**config.mk**
```make
export PLATFORM = sky130hd
export DESIGN_NAME = count_event_monitor
export DESIGN_NICKNAME = d
export VERILOG_FILES = /design/src/rtl/cem_pkg.sv /design/src/rtl/count_step_classifier.sv /design/src/rtl/count_event_monitor.sv
export SDC_FILE = /design/constraint.sdc
export NUM_CORES = 1
export LEC_CHECK = 0
export ABC_CLOCK_PERIOD_IN_PS = 3850
export CORE_MARGIN = 3
export CORE_UTILIZATION = 50
export CTS_BUF_LIST = sky130_fd_sc_hd__clkbuf_8
export DETAILED_ROUTE_END_ITERATION = 6
export PLACE_DENSITY = 0.82
export SLEW_MARGIN = 40
export SYNTH_ARGS = -nofsm -noshare
export SYNTH_HDL_FRONTEND = slang
export SYNTH_SLANG_ARGS = --single-unit
```
**constraint.sdc**
```tcl
create_clock -name clk -period 3.85 [get_ports clk]
set_input_delay 0.9625 -clock clk [delete_from_list [all_inputs] [get_ports clk]]
set_output_delay 0.9625 -clock clk [all_outputs]
set_load 0.005 [all_outputs]
```
**src/rtl/cem_pkg.sv**
```systemverilog
// Shared encodings for count_event_monitor: event codes, FSM states and step classes.
package cem_pkg;

    localparam int TS_W = 16;

    localparam logic [2:0] EVT_NONE      = 3'd0;
    localparam logic [2:0] EVT_WRAP_UP   = 3'd1;
    localparam logic [2:0] EVT_WRAP_DN   = 3'd2;
    localparam logic [2:0] EVT_JUMP      = 3'd3;
    localparam logic [2:0] EVT_ALARM_SET = 3'd4;
    localparam logic [2:0] EVT_ALARM_CLR = 3'd5;

    localparam logic [1:0] ST_INIT   = 2'd0;
    localparam logic [1:0] ST_NORMAL = 2'd1;
    localparam logic [1:0] ST_ALARM  = 2'd2;

    typedef enum logic [1:0] {
        CLS_STEP    = 2'd0,
        CLS_WRAP_UP = 2'd1,
        CLS_WRAP_DN = 2'd2,
        CLS_JUMP    = 2'd3
    } step_cls_e;

    // A plain step produces no event.
    function automatic logic [2:0] cls_to_evt(input step_cls_e cls);
        logic [2:0] code;
        code = EVT_NONE;
        case (cls)
            CLS_WRAP_UP: code = EVT_WRAP_UP;
            CLS_WRAP_DN: code = EVT_WRAP_DN;
            CLS_JUMP:    code = EVT_JUMP;
            default:     code = EVT_NONE;
        endcase
        return code;
    endfunction

endpackage

```
**src/rtl/count_step_classifier.sv**
```systemverilog
// Combinational classifier of one counter step: plain step, wrap up/down, or jump.
module count_step_classifier
    import cem_pkg::*;
#(
    parameter int WIDTH = 4
) (
    input  logic [WIDTH-1:0] prev_q,
    input  logic [WIDTH-1:0] q_in,
    input  logic             mode_in,
    output step_cls_e        step_cls
);

    localparam logic [WIDTH-1:0] MAX_Q = {WIDTH{1'b1}};

    logic [WIDTH-1:0] up_q;
    logic [WIDTH-1:0] dn_q;

    assign up_q = prev_q + WIDTH'(1);
    assign dn_q = prev_q - WIDTH'(1);

    // Wrap cases are tested first so the modular +/-1 never hides them.
    always_comb begin
        step_cls = CLS_JUMP;
        if (mode_in && prev_q == MAX_Q && q_in == '0) begin
            step_cls = CLS_WRAP_UP;
        end else if (!mode_in && prev_q == '0 && q_in == MAX_Q) begin
            step_cls = CLS_WRAP_DN;
        end else if ((mode_in && q_in == up_q) || (!mode_in && q_in == dn_q)) begin
            step_cls = CLS_STEP;
        end
    end

endmodule

```
**src/rtl/count_event_monitor.sv**
```systemverilog
// Monitors an up/down counter: hysteresis alarm, wrap counter and a one-entry event slot.
// Optional macro COUNT_EVT_TIMESTAMP_EN stamps events with a free-running cycle count.
module count_event_monitor
    import cem_pkg::*;
#(
    parameter int WIDTH  = 4,
    parameter int WRAP_W = 8,
    parameter int HI_TH  = 12,
    parameter int LO_TH  = 3
) (
    input  logic              clk,
    input  logic              rst,
    input  logic [WIDTH-1:0]  q_in,
    input  logic              mode_in,
    input  logic              smp_valid,
    output logic              evt_valid,
    input  logic              evt_ready,
    output logic [2:0]        evt_code,
    output logic [WIDTH-1:0]  evt_val,
    output logic [TS_W-1:0]   evt_ts,
    output logic              alarm,
    output logic [WRAP_W-1:0] wrap_cnt,
    output logic              drop_sticky
);

    localparam logic [WIDTH-1:0] HI_Q = WIDTH'(HI_TH);
    localparam logic [WIDTH-1:0] LO_Q = WIDTH'(LO_TH);

    logic [1:0]       state_q, state_d;
    logic [WIDTH-1:0] prev_q;
    step_cls_e        step_cls;
    logic [2:0]       step_evt, alm_evt, new_evt;
    logic             load, drop, wrap_hit;

    count_step_classifier #(
        .WIDTH (WIDTH)
    ) u_cls (
        .prev_q   (prev_q),
        .q_in     (q_in),
        .mode_in  (mode_in),
        .step_cls (step_cls)
    );

    always_comb begin
        state_d  = state_q;
        step_evt = EVT_NONE;
        alm_evt  = EVT_NONE;
        wrap_hit = 1'b0;
        if (smp_valid) begin
            case (state_q)
                // A first sample already at or above HI_TH counts as an alarm rising edge.
                ST_INIT: begin
                    if (q_in >= HI_Q) begin
                        state_d = ST_ALARM;
                        alm_evt = EVT_ALARM_SET;
                    end else begin
                        state_d = ST_NORMAL;
                    end
                end
                ST_NORMAL: begin
                    if (q_in >= HI_Q) begin
                        state_d = ST_ALARM;
                        alm_evt = EVT_ALARM_SET;
                    end
                end
                ST_ALARM: begin
                    if (q_in <= LO_Q) begin
                        state_d = ST_NORMAL;
                        alm_evt = EVT_ALARM_CLR;
                    end
                end
                default: state_d = ST_INIT;
            endcase
            if (state_q != ST_INIT) begin
                step_evt = cls_to_evt(step_cls);
                wrap_hit = (step_cls == CLS_WRAP_UP) || (step_cls == CLS_WRAP_DN);
            end
        end
        new_evt = (step_evt != EVT_NONE) ? step_evt : alm_evt;
        load    = (new_evt != EVT_NONE) && (!evt_valid || evt_ready);
        drop    = ((step_evt != EVT_NONE) && (alm_evt != EVT_NONE)) ||
                  ((new_evt != EVT_NONE) && evt_valid && !evt_ready);
    end

    always_ff @(posedge clk or posedge rst) begin
        if (rst) begin
            state_q     <= ST_INIT;
            prev_q      <= '0;
            alarm       <= 1'b0;
            wrap_cnt    <= '0;
            drop_sticky <= 1'b0;
        end else begin
            if (smp_valid) begin
                state_q <= state_d;
                prev_q  <= q_in;
                alarm   <= (state_d == ST_ALARM);
            end
            if (wrap_hit && wrap_cnt != {WRAP_W{1'b1}}) begin
                wrap_cnt <= wrap_cnt + WRAP_W'(1);
            end
            if (drop) begin
                drop_sticky <= 1'b1;
            end
        end
    end

    always_ff @(posedge clk or posedge rst) begin
        if (rst) begin
            evt_valid <= 1'b0;
            evt_code  <= EVT_NONE;
            evt_val   <= '0;
        end else if (load) begin
            evt_valid <= 1'b1;
            evt_code  <= new_evt;
            evt_val   <= q_in;
        end else if (evt_valid && evt_ready) begin
            evt_valid <= 1'b0;
        end
    end

`ifdef COUNT_EVT_TIMESTAMP_EN
    // evt_ts holds the number of clock edges since reset release that preceded the load edge.
    logic [TS_W-1:0] ts_q;

    always_ff @(posedge clk or posedge rst) begin
        if (rst) begin
            ts_q   <= '0;
            evt_ts <= '0;
        end else begin
            ts_q <= ts_q + TS_W'(1);
            if (load) begin
                evt_ts <= ts_q;
            end
        end
    end
`else
    assign evt_ts = '0;
`endif

endmodule

```
==> metrics.md <==
| Metric | Value |
|---|---|
| Status | `finished, final reports clean` |
| Port bufs | `26` |
| Hold WC Path Type | `flop to flop` |
| Post_cts resized | `0` |
| Vias | `~1200` |
| CTS H-tree lvls | `1` |
| Iteration-0 DRC Markers | `slightly below 60` |
| Crit. End Element | `flop` |
| Critical Path Start Type | `input pin` |
| Hold wc startpoint | `drop_sticky` |
| Placement row count | `20` |
| Adder-cell share of the synthesized area | `5.32%` |
| Share of cells above drive strength 1 | `15.5%` |
| Synth Cell Area | `roughly 1600 um^2` |
| Largest net degree at the start of global routing | `25` |
| Worst slew pin tran | `just over 0.6 ns` |
| Die Footprint | `between 4000 and 5000 um^2` |
| Netlist cell types | `49` |
| PwrDens | `435 nW/um^2` |
| Xor/xnor share of the synthesized area | `9.20%` |
| Clock period minus worst slack | `approximately 3.7 ns` |
| Die H | `between 60 and 70 um` |
| Largest cells by area after synthesis | `dfrtp_1, buf_4, ha_1, xnor2_1, mux2_4` |
| Final setup violation count | `0` |
| Reg2reg start | `prev_q[0]` |
| Static Leak | `0.896 nW` |
| Clock Latency Late Sink | `0.27 ns` |
| Gpl congestion | `around 0.87` |
| Placed wire-length estimate | `about 2500 um` |
| Io pins | `43` |
| Cts hold-fix bufs | `0` |
| First-pass GRT wire length | `~5700 um` |
| Avg Cell Area, Syn | `approximately 11 um^2` |
| Max IR drop VDD | `between 0.0002 and 0.00025 V` |
| Total GRT Usage | `~17%` |
| Post-CTS Setup Inserts | `0` |
| Synth warnings | `0` |
| Area growth syn-to-layout | `20.5%` |
| Top cell type by total area after synthesis | `dfrtp_1` |
| Post-synthesis sequential area ratio | `36.5%` |
| Initial antenna violation count | `0` |
| Clk root buf | `clkbuf_8` |
| Core area | `3100 um^2` |
| Antenna Cells | `0` |
| Top-count cell post-synth | `dfrtp_1` |
| Layout Nets | `around 200` |
| CTS Sinks | `24` |
| Worst EP required | `between 4 and 5 ns` |
| FF+latch area | `approximately 600 um^2` |
| Ys async rst share | `between 90% and 100%` |
| Cts bufs inserted | `3` |
| GRT Residual Overflow | `0` |
| Commonest cells in the netlist | `dfrtp_1, buf_4, o21ai_0, xnor2_1, nand2_1` |
| Dpl ws | `-0.123 ns` |
| RSZ-0062 raised after global routing | `false` |
| Drt drc | `0` |
| Clock transition at path regs | `~0.09 ns` |
| Die Wd | `approximately 63 um` |
| Worst Path Max Fanout | `6` |
| Largest family of logic cells by synthesized area | `compound AO/OA/AOI/OAI gates` |
| Setup WS post-layout | `~0.14 ns` |
| DR pass1 iterations | `4` |
| Post-synth EDFFs | `0` |
| Setup Skew | `0.00741 ns` |
| Final ANT Viol Nets | `0` |
| Share of the synthesized area in the top cell type | `a little over a third` |
| Via/cell ratio | `around 5.3` |
| Slew Viols, Final | `0` |
| Final total power | `0.863 mW` |
| Post-synthesis mux area share | `under 10%` |
| Vias in the first global route | `1264` |
| Post-Syn Instances | `approximately 150` |
| CTS tree | `built` |
| Crit path kind | `input pin to flop` |
| Register bit total from synthesis | `24` |
| Crit path DAT | `between 3 and 4 ns` |
| Fmax | `between 200 and 300 MHz` |
| Crit path from | `q_in[2]` |
| Final wirelength | `~3300 um` |
| Main synth FF type | `dfrtp_1` |
| Max clock buf depth | `2` |
| Synth Area in Simple Gates | `between 10% and 20%` |
| Fin crit share | `a little over nine tenths` |
| Maxcap violations | `0` |
| Initial Util | `about 53%` |
| Routed wire per std cell | `roughly 14 um` |
| Filler cell count in the final layout | `a little under 300` |
| Compound-gate portion of the synthesized area | `roughly 15%` |
| Relative slew slack | `approximately three fifths` |
| Footprint of the multi-input gates | `around 900 um^2` |
| Fin. Hold Viols | `0` |
[worst max-delay path, cell delays in order]
cell	delay [ns]
clkdlybuf4s50_1	0.44
buf_4	0.16
or2_0	0.21
or4_1	0.52
o21ai_1	0.14
inv_1	0.09
ha_1	0.21
o21bai_1	0.21
o41a_1	0.23
o22ai_2	0.11
a21oi_4	0.27
mux2_4	0.33
[report_power, final]
group | total [mW] | internal [mW] | switching, mW
sequential | 0.360 | 0.305 | 0.0553
combinational | 0.331 | 0.204 | 0.127
clock | 0.171 | 0.0913 | 0.0798
[logic make-up after synthesis]
family	Yosys count
AOI/OAI and AO/OA	32
xor gates and xnor gates	14
adders and majority gates	7
buffers and inverters	29
DFF	24
muxes	9
other	1
and+or+nand+nor	38
[through the flow]
step | util (%) | instances | hold WS (ns) | setup TNS [ns] | area, um^2
4_1_cts | 63.9 | 231 | 0.499 | 0 | 1980
6_report | 63.9 | 231 | 0.491 | 0 | 1980
3_3_place_gp | 62.1 | 227 | 0.462 | 0 | 1930
3_5_place_dp | 62.1 | 227 | 0.477 | -0.682 | 1930
2_1_floorplan | - | 169 | 0.473 | 0 | 1700
5_1_grt | 63.9 | 231 | 0.532 | 0 | 1980
[layout make-up]
cell class                      count  share of cell area, %
Sequential cell                    24                   30.3
Inverter                            6                   1.14
Tap cell                           44                   2.78
Timing Repair Buffer               37                   17.3
Multi-Input combinational cell    116                   45.7
Clock buffer                        4                   2.78
[state kept, by name, summed over array words and instances (netlist names)]
register and count:
alarm 1, drop_sticky 1, evt_code 3, evt_val 4, evt_valid 1, prev_q 4
state_q 2, wrap_cnt 8
[layer usage]
layer | wire length, um | share of wire (%) | GRT usage, %
met1 | 1450 | 44 | 21.6
met2 | 1640 | 50 | 29.7
met3 | 154 | 4.7 | 3.39
met4 | 52 | 1.6 | 6.74
met5 | 0 | 0 | 0
[cell usage in the layout (no fill, tap or decap), types with 6 or more instances in the layout]
master / n
dfrtp_1: 24
nand2_1: 8
nor2_1: 6
clkdlybuf4s50_1: 26
conb_1: 16
buf_4: 11
ha_1: 7
o21ai_0: 9
xnor2_1: 9
[worst paths after layout]
path,cells past startpoint,slack (ns),end
worst max register to register,13,0.56,evt_val[1]
max in group asynchronous,2,2.47,wrap_cnt[7]
worst min-delay path,2,0.49,drop_sticky
min in group asynchronous,2,1.04,evt_val[1]
worst min register to register,2,0.49,drop_sticky
worst max-delay path,12,0.14,evt_val[1]
No activity file was read; power rests on OpenSTA's default activity.
